[config.mk]
export PLATFORM = sky130hd
export DESIGN_NAME = mips_multicycle_core
export DESIGN_NICKNAME = d
export VERILOG_FILES = /design/src/rtl/mips_multicycle_core.sv
export SDC_FILE = /design/constraint.sdc
export NUM_CORES = 2
export LEC_CHECK = 0
export BUFFER_PORTS_ARGS = -buffer_cell sky130_fd_sc_hd__buf_4
export CORE_MARGIN = 8
export CORE_UTILIZATION = 25
export DETAILED_ROUTE_END_ITERATION = 8
export PLACE_DENSITY = 0.45
export SYNTH_ARGS = -nofsm -noshare
export SYNTH_HDL_FRONTEND = slang
export SYNTH_SLANG_ARGS = --single-unit
[constraint.sdc]
create_clock -name clk -period 5.96 [get_ports clk]
set_input_delay 1.192 -clock clk [delete_from_list [all_inputs] [get_ports clk]]
set_output_delay 1.192 -clock clk [all_outputs]
set_load 0.01 [all_outputs]
[src/rtl/mips_multicycle_core.sv]
// mips_multicycle_core
// Multicycle MIPS subset core (add, sub, and, or, nor, slt, addi, andi, ori,
// lw, sw, beq, bne, j, jal, jr) using one unified memory port for both
// instruction fetch and data access.
//
// Ports
//   clk           : sole clock, rising edge
//   reset         : active-low asynchronous reset
//   mem_req       : memory request (FETCH and MEMORY states only)
//   mem_we        : 1 = write, 0 = read
//   mem_addr      : byte address
//   mem_wdata     : store data
//   mem_rdata     : read data, sampled on the edge where mem_ready=1
//   mem_ready     : completes a transaction on an edge with mem_req=1
//   ALUResultOut  : ALUOut register
//   pc_out        : PC register
//   instr_done    : high on the last cycle of every instruction
//   illegal_instr : sticky, set by an unsupported opcode/funct
//   state_dbg     : current FSM state encoding
//
// Handshake: a transaction completes on a rising edge where mem_req=1 and
// mem_ready=1. While mem_req=1 and mem_ready=0, mem_addr/mem_we/mem_wdata are
// held. mem_ready is ignored whenever mem_req=0.
module mips_multicycle_core #(
    parameter logic [31:0] RESET_VECTOR = 32'h0000_0000,
    parameter logic [31:0] PC_INCREMENT = 32'd4,
    parameter logic [27:0] JUMP_MASK    = 28'h000_03FF
) (
    input  logic        clk,
    input  logic        reset,
    output logic        mem_req,
    output logic        mem_we,
    output logic [31:0] mem_addr,
    output logic [31:0] mem_wdata,
    input  logic [31:0] mem_rdata,
    input  logic        mem_ready,
    output logic [31:0] ALUResultOut,
    output logic [31:0] pc_out,
    output logic        instr_done,
    output logic        illegal_instr,
    output logic [2:0]  state_dbg
);

    typedef enum logic [2:0] {
        S_FETCH     = 3'd0,
        S_DECODE    = 3'd1,
        S_EXECUTE   = 3'd2,
        S_MEMORY    = 3'd3,
        S_WRITEBACK = 3'd4
    } state_t;

    typedef enum logic [2:0] {
        ALU_ADD, ALU_SUB, ALU_AND, ALU_OR, ALU_NOR, ALU_SLT
    } alu_op_t;

    state_t      state, next_state;
    logic [31:0] pc, ir, a_reg, b_reg, alu_out, mdr;
    logic [31:0] rf [32];
    logic        illegal_q;

    // Instruction fields
    logic [5:0]  opcode, funct;
    logic [4:0]  rs, rt, rd;
    logic [15:0] imm;
    logic [31:0] imm_sext, imm_zext;

    assign opcode   = ir[31:26];
    assign rs       = ir[25:21];
    assign rt       = ir[20:16];
    assign rd       = ir[15:11];
    assign funct    = ir[5:0];
    assign imm      = ir[15:0];
    assign imm_sext = {{16{imm[15]}}, imm};
    assign imm_zext = {16'h0000, imm};

    // Decode
    logic is_rtype, is_addi, is_andi, is_ori, is_lw, is_sw;
    logic is_beq, is_bne, is_j, is_jal, is_jr, is_illegal;

    always_comb begin
        is_rtype   = 1'b0;
        is_addi    = 1'b0;
        is_andi    = 1'b0;
        is_ori     = 1'b0;
        is_lw      = 1'b0;
        is_sw      = 1'b0;
        is_beq     = 1'b0;
        is_bne     = 1'b0;
        is_j       = 1'b0;
        is_jal     = 1'b0;
        is_jr      = 1'b0;
        is_illegal = 1'b0;
        case (opcode)
            6'h00: begin
                case (funct)
                    6'h20, 6'h22, 6'h24, 6'h25, 6'h27, 6'h2A: is_rtype = 1'b1;
                    6'h08:   is_jr      = 1'b1;
                    default: is_illegal = 1'b1;
                endcase
            end
            6'h08:   is_addi    = 1'b1;
            6'h0C:   is_andi    = 1'b1;
            6'h0D:   is_ori     = 1'b1;
            6'h23:   is_lw      = 1'b1;
            6'h2B:   is_sw      = 1'b1;
            6'h04:   is_beq     = 1'b1;
            6'h05:   is_bne     = 1'b1;
            6'h02:   is_j       = 1'b1;
            6'h03:   is_jal     = 1'b1;
            default: is_illegal = 1'b1;
        endcase
    end

    // ALU: operand B is the register for R-type, otherwise the extended
    // immediate (zero-extended only for the logical immediates).
    alu_op_t     alu_op;
    logic [31:0] alu_b, alu_res;
    logic        branch_taken;

    always_comb begin
        alu_op = ALU_ADD;
        alu_b  = imm_sext;
        if (is_rtype) begin
            alu_b = b_reg;
            case (funct)
                6'h22:   alu_op = ALU_SUB;
                6'h24:   alu_op = ALU_AND;
                6'h25:   alu_op = ALU_OR;
                6'h27:   alu_op = ALU_NOR;
                6'h2A:   alu_op = ALU_SLT;
                default: alu_op = ALU_ADD;
            endcase
        end else if (is_andi) begin
            alu_op = ALU_AND;
            alu_b  = imm_zext;
        end else if (is_ori) begin
            alu_op = ALU_OR;
            alu_b  = imm_zext;
        end
    end

    always_comb begin
        alu_res = '0;
        case (alu_op)
            ALU_ADD: alu_res = a_reg + alu_b;
            ALU_SUB: alu_res = a_reg - alu_b;
            ALU_AND: alu_res = a_reg & alu_b;
            ALU_OR:  alu_res = a_reg | alu_b;
            ALU_NOR: alu_res = ~(a_reg | alu_b);
            ALU_SLT: alu_res = {31'h0, $signed(a_reg) < $signed(alu_b)};
            default: alu_res = '0;
        endcase
    end

    assign branch_taken = (is_beq && (a_reg == b_reg)) || (is_bne && (a_reg != b_reg));

    // FSM: state register
    always_ff @(posedge clk or negedge reset) begin
        if (!reset) state <= S_FETCH;
        else        state <= next_state;
    end

    // FSM: next state
    always_comb begin
        next_state = state;
        case (state)
            S_FETCH:     if (mem_ready) next_state = S_DECODE;
            S_DECODE:    next_state = (is_j || is_jal || is_jr || is_illegal) ? S_FETCH : S_EXECUTE;
            S_EXECUTE: begin
                if (is_beq || is_bne)    next_state = S_FETCH;
                else if (is_lw || is_sw) next_state = S_MEMORY;
                else                     next_state = S_WRITEBACK;
            end
            S_MEMORY:    if (mem_ready) next_state = is_sw ? S_FETCH : S_WRITEBACK;
            S_WRITEBACK: next_state = S_FETCH;
            default:     next_state = S_FETCH;
        endcase
    end

    // FSM: outputs. The request is gated by reset so it drops the instant
    // reset is asserted, even in the middle of a wait.
    always_comb begin
        mem_req    = 1'b0;
        mem_we     = 1'b0;
        mem_addr   = pc;
        mem_wdata  = b_reg;
        instr_done = 1'b0;
        case (state)
            S_FETCH:  mem_req = reset;
            S_MEMORY: begin
                mem_req  = reset;
                mem_we   = reset & is_sw;
                mem_addr = alu_out;
            end
            default: ;
        endcase
        instr_done = (state != S_FETCH) && (next_state == S_FETCH);
    end

    // Datapath
    logic [4:0]  wb_dest;
    logic [31:0] wb_data;

    assign wb_dest = is_rtype ? rd : rt;
    assign wb_data = is_lw ? mdr : alu_out;

    always_ff @(posedge clk or negedge reset) begin
        if (!reset) begin
            pc        <= RESET_VECTOR;
            ir        <= '0;
            a_reg     <= '0;
            b_reg     <= '0;
            alu_out   <= '0;
            mdr       <= '0;
            illegal_q <= 1'b0;
            for (int i = 0; i < 32; i++) rf[i] <= '0;
        end else begin
            case (state)
                S_FETCH: begin
                    if (mem_ready) begin
                        ir <= mem_rdata;
                        pc <= pc + PC_INCREMENT;
                    end
                end
                S_DECODE: begin
                    if (is_illegal) begin
                        illegal_q <= 1'b1;
                    end else begin
                        a_reg   <= rf[rs];
                        b_reg   <= rf[rt];
                        // Branch target computed speculatively from the
                        // already-incremented PC.
                        alu_out <= pc + {imm_sext[29:0], 2'b00};
                    end
                    if (is_j || is_jal) pc <= {pc[31:28], {ir[25:0], 2'b00} & JUMP_MASK};
                    if (is_jal)         rf[31] <= pc;
                    if (is_jr)          pc <= rf[rs];
                end
                S_EXECUTE: begin
                    if (is_beq || is_bne) begin
                        if (branch_taken) pc <= alu_out;
                    end else begin
                        alu_out <= alu_res;
                    end
                end
                S_MEMORY: begin
                    if (mem_ready && !is_sw) mdr <= mem_rdata;
                end
                S_WRITEBACK: begin
                    if (wb_dest != 5'd0) rf[wb_dest] <= wb_data;
                end
                default: ;
            endcase
        end
    end

    assign ALUResultOut  = alu_out;
    assign pc_out        = pc;
    assign illegal_instr = illegal_q;
    assign state_dbg     = state;

endmodule
==> report_table.html <==
<table>
<tr><th>Metric</th><th>Value</th></tr>
<tr><th colspan="2">Logic synthesis</th></tr>
<tr><td>Post-Synthesis Cell Area</td><td>68300 µm²</td></tr>
<tr><td>Fraction of the yosys area taken by sequential cells</td><td>0.447</td></tr>
<tr><td>Async set or reset register ratio after synthesis</td><td>1.00</td></tr>
<tr><td>Synthesized netlist net count</td><td>6502</td></tr>
<tr><td>Library cells used by synthesis</td><td>89</td></tr>
<tr><td>Gate count of the mapped netlist</td><td>6331</td></tr>
<tr><td>EDFF count, synth</td><td>0</td></tr>
<tr><td>Ys flop type</td><td>sky130_fd_sc_hd__dfrtp_1</td></tr>
<tr><td>Number of synthesized register bits</td><td>1220</td></tr>
<tr><td>Average instance area after synthesis</td><td>10.8 µm²</td></tr>
<tr><td>Total number of yosys warnings</td><td>0</td></tr>
<tr><th colspan="2">Power</th></tr>
<tr><td>Pwr/cell area</td><td>541 nW/µm²</td></tr>
<tr><td>Peak ir drop on the vdd network</td><td>0.000360 V</td></tr>
<tr><td>Comb pwr share</td><td>0.444</td></tr>
<tr><td>Proportion of total power due to net switching</td><td>0.418</td></tr>
<tr><td>Cell-internal power</td><td>24800 µW</td></tr>
<tr><td>Flop pwr share</td><td>0.338</td></tr>
<tr><td>Net load switching power</td><td>17800 µW</td></tr>
<tr><td>Leakage</td><td>0.0335 µW</td></tr>
<tr><td>Clock power share</td><td>0.218</td></tr>
<tr><th colspan="2">GRT</th></tr>
<tr><td>Total global-route track usage</td><td>0.175</td></tr>
<tr><td>Met2 track utilization from global routing</td><td>0.280</td></tr>
<tr><td>Number of antenna violations at the first check in global routing</td><td>8</td></tr>
<tr><td>Global-route wire length before repair</td><td>381 mm</td></tr>
<tr><td>Gr busiest metal</td><td>met2</td></tr>
<tr><td>Global-route met3 utilization</td><td>0.0273</td></tr>
<tr><td>Final global-route overflow total</td><td>0</td></tr>
<tr><td>Vias in the first global route</td><td>52100</td></tr>
<tr><td>Largest net degree at the start of global routing</td><td>183</td></tr>
<tr><td>Routing usage on met1</td><td>0.242</td></tr>
<tr><th colspan="2">STA</th></tr>
<tr><td>Setup repair after global routing missed its margin</td><td>no</td></tr>
<tr><td>Slew at the pin closest to its max-slew limit</td><td>1.31 ns</td></tr>
<tr><td>Min Clock Period, post-route</td><td>5.63 ns</td></tr>
<tr><td>Slew headroom</td><td>0.109</td></tr>
<tr><td>Total negative slack</td><td>0 ns</td></tr>
<tr><td>Final hold vios</td><td>0</td></tr>
<tr><td>Tcrit/Tclk final</td><td>0.945</td></tr>
<tr><td>Worst hold margin</td><td>0.311 ns</td></tr>
<tr><td># setup viols final</td><td>0</td></tr>
<tr><td>Minimum setup slack in the final design</td><td>0.326 ns</td></tr>
<tr><td>Fmax</td><td>0.177 GHz</td></tr>
<tr><td>Max Slew Vio Count</td><td>0</td></tr>
<tr><td>Final clock skew</td><td>0.0436 ns</td></tr>
<tr><th colspan="2">Worst setup path</th></tr>
<tr><td>Top fanout value on the critical path</td><td>8</td></tr>
<tr><td>Category of the worst setup path launch point</td><td>register</td></tr>
<tr><td>Arrival time worst endpoint</td><td>6.30 ns</td></tr>
<tr><td>Worst Setup Path Type</td><td>register to register</td></tr>
<tr><td>Critical path capture point type</td><td>register</td></tr>
<tr><td>Beginning of the worst register-to-register path</td><td>ir[31]$_DFFE_PN0P_</td></tr>
<tr><td>Beginning of the critical path</td><td>ir[31]$_DFFE_PN0P_</td></tr>
<tr><td>CP Data Required Time</td><td>6.63 ns</td></tr>
<tr><th colspan="2">Route</th></tr>
<tr><td>Via count</td><td>51400</td></tr>
<tr><td>Average routed wire per standard cell</td><td>26.3 µm</td></tr>
<tr><td>Initial DRT Pass Iterations</td><td>6</td></tr>
<tr><td>Wire length reported by the detailed router</td><td>261 mm</td></tr>
<tr><td>DRC violations left</td><td>0</td></tr>
<tr><td>Number of routed nets with antenna violations</td><td>0</td></tr>
<tr><td>Initial detailed-routing violation count</td><td>4357</td></tr>
<tr><td>Via density per instance</td><td>5.18</td></tr>
<tr><th colspan="2">Floorplan</th></tr>
<tr><td>Initial Utilization</td><td>0.251</td></tr>
<tr><td>Overall die area</td><td>290000 µm²</td></tr>
<tr><td>Die Width</td><td>539 µm</td></tr>
<tr><td>Placeable Area</td><td>273000 µm²</td></tr>
<tr><td>Die outline height</td><td>539 µm</td></tr>
<tr><td>Number of ports placed on the die boundary</td><td>170</td></tr>
<tr><td>Core Rows</td><td>192</td></tr>
<tr><th colspan="2">Layout</th></tr>
<tr><td>Cell area after layout</td><td>78600 µm²</td></tr>
<tr><td>Most frequent standard cell in the layout excluding fill and tap cells</td><td>sky130_fd_sc_hd__dfrtp_1</td></tr>
<tr><td>Register name with the most flops</td><td>rf</td></tr>
<tr><td>Share of cells above drive strength 1</td><td>0.222</td></tr>
<tr><td>P&amp;R area growth vs syn</td><td>15.0%</td></tr>
<tr><td>Number of flip-flops under the largest register name</td><td>1024</td></tr>
<tr><td>Leading cell types in the layout, fill and taps excluded</td><td>sky130_fd_sc_hd__dfrtp_1, sky130_fd_sc_hd__nand2_1, sky130_fd_sc_hd__o21ai_0</td></tr>
<tr><td># nets final</td><td>6393</td></tr>
<tr><th colspan="2">CTS</th></tr>
<tr><td>Number of sinks on the clock net</td><td>1220</td></tr>
<tr><td>Clock tree from TritonCTS</td><td>yes</td></tr>
<tr><td>Post_cts resized</td><td>0</td></tr>
<tr><td>Clk_lat worst skew</td><td>0.82 ns</td></tr>
<tr><td>Setup Buffers After CTS</td><td>0</td></tr>
<tr><td>Root cell of the clock tree</td><td>sky130_fd_sc_hd__clkbuf_16</td></tr>
<tr><td>Clock buffer count from CTS</td><td>141</td></tr>
<tr><td>H-Tree Depth</td><td>4</td></tr>
<tr><td>Clock-pin slew reported for the worst setup and hold paths after clock tree synthesis</td><td>0.06 ns</td></tr>
<tr><td>Hold buffer count at CTS</td><td>0</td></tr>
<tr><td>Clock Tree Buf Depth</td><td>3</td></tr>
<tr><th colspan="2">Placed design</th></tr>
<tr><td>Global placement routability congestion</td><td>0.899</td></tr>
<tr><td>Port-buffer cells</td><td>169</td></tr>
<tr><td>Placement-stage worst setup slack</td><td>0.405 ns</td></tr>
<tr><td>DP Area</td><td>73700 µm²</td></tr>
<tr><td>Placed wire-length estimate</td><td>168 mm</td></tr>
<tr><th colspan="2">Hold path</th></tr>
<tr><td>Classification of the worst-slack hold path</td><td>primary input to async pin</td></tr>
<tr><th colspan="2">Run status</th></tr>
<tr><td>Status</td><td>complete, no violations</td></tr>
<tr><th colspan="2">Run</th></tr>
<tr><td>Max capacitance violation total</td><td>0</td></tr>
</table>
[cells in the mapped netlist, types with 40 or more instances]
cell type                  number  share of area
sky130_fd_sc_hd__nand2_1      823          0.045
sky130_fd_sc_hd__nor2_1       660          0.036
sky130_fd_sc_hd__nor3_1        40         0.0029
sky130_fd_sc_hd__dfrtp_1     1220           0.45
sky130_fd_sc_hd__ha_1         133          0.024
sky130_fd_sc_hd__mux4_2       640           0.21
sky130_fd_sc_hd__buf_2        122         0.0089
sky130_fd_sc_hd__xor2_1        47         0.0060
sky130_fd_sc_hd__mux2_2        79          0.013
sky130_fd_sc_hd__clkbuf_1     400          0.022
sky130_fd_sc_hd__nor2b_1       50         0.0046
sky130_fd_sc_hd__o21ai_0      688          0.050
sky130_fd_sc_hd__inv_1        110         0.0060
sky130_fd_sc_hd__xnor2_1       42         0.0054
sky130_fd_sc_hd__a21oi_1      667          0.049
sky130_fd_sc_hd__mux2i_1       94          0.014
sky130_fd_sc_hd__buf_1         64         0.0035
[worst paths after layout]
check	endpoint	slack, ns	cells past startpoint
hold / removal	rf[221]$_DFFE_PN0P_	0.31	1
setup reg to reg	ALUResultOut[30]$_DFFE_PN0P_	0.33	19
min in group clk	rf[993]$_DFFE_PN0P_	0.39	0
setup / recovery	ALUResultOut[30]$_DFFE_PN0P_	0.33	19
hold reg to reg	rf[993]$_DFFE_PN0P_	0.39	0
max in group asynchronous	rf[280]$_DFFE_PN0P_	3.60	3
[critical path, stage by stage, from the launching register on]
cell	delay [ns]
sky130_fd_sc_hd__dfrtp_1	0.45
sky130_fd_sc_hd__or3_4	0.43
sky130_fd_sc_hd__or3_4	0.44
sky130_fd_sc_hd__nor2_4	0.23
sky130_fd_sc_hd__nand2_1	0.09
sky130_fd_sc_hd__o21ai_0	0.16
sky130_fd_sc_hd__ha_1	0.29
sky130_fd_sc_hd__inv_1	0.08
sky130_fd_sc_hd__fa_1	0.40
sky130_fd_sc_hd__nand2b_1	0.18
sky130_fd_sc_hd__a21oi_1	0.22
sky130_fd_sc_hd__o21ai_0	0.29
sky130_fd_sc_hd__o41ai_2	0.51
sky130_fd_sc_hd__a41oi_1	0.27
sky130_fd_sc_hd__o221a_2	0.34
sky130_fd_sc_hd__o31ai_2	0.33
sky130_fd_sc_hd__o311ai_0	0.18
sky130_fd_sc_hd__and3_1	0.22
sky130_fd_sc_hd__o21a_1	0.17
sky130_fd_sc_hd__o221a_1	0.20
[final cells by class]
type | count | area (µm²)
fillers | 28000 | 194000
well taps | 3589 | 4490
flip-flops and latches | 1220 | 30600
diodes | 4 | 10.0
multi-input cells | 4410 | 35300
inverters | 110 | 413
repair buffers | 339 | 2870
clock buffers | 203 | 4170
clock inverters | 51 | 744
[metal layers]
layer | vias to the layer above | wire length, µm
met1 | 26600 | 117000
li1 | 22700 | -
met5 | - | 0
met3 | 445 | 14500
met4 | 0 | 9320
met2 | 1669 | 120000
[power groups by stage]
stage          Clock (µW)  Combinational [µW]  Sequential, µW
6_report             9270               18900           14400
5_1_grt              9850               20400           14700
4_1_cts              9520               18900           14300
3_5_place_dp            0               18900           14400
3_3_place_gp            0               18700           14200
2_1_floorplan           0               13200           12800
[kinds of logic (layout without fill, tap and decap cells)]
| family | Yosys count | count (layout) | share of synthesized area |
|---|---|---|---|
| other | 0 | 4 | 0 |
| AOI/OAI and AO/OA | 1625 | 1625 | 0.132 |
| adders and majority gates | 136 | 136 | 0.0252 |
| buffers and inverters | 701 | 703 | 0.0410 |
| DFF | 1220 | 1220 | 0.447 |
| and+or+nand+nor | 1746 | 1746 | 0.106 |
| muxes | 814 | 814 | 0.238 |
| xor gates and xnor gates | 89 | 89 | 0.0114 |
[per-stage QoR]
stage | cells | util | power, µW
final | 9926 | 0.288 | 42500
after detailed placement | 9668 | 0.270 | 33300
after floorplan | 6331 | - | 26100
after CTS | 9922 | 0.288 | 42800
after global routing | 9923 | 0.288 | 45000
after global placement | 9668 | 0.270 | 33000
Power figures use the tool's default switching activity.
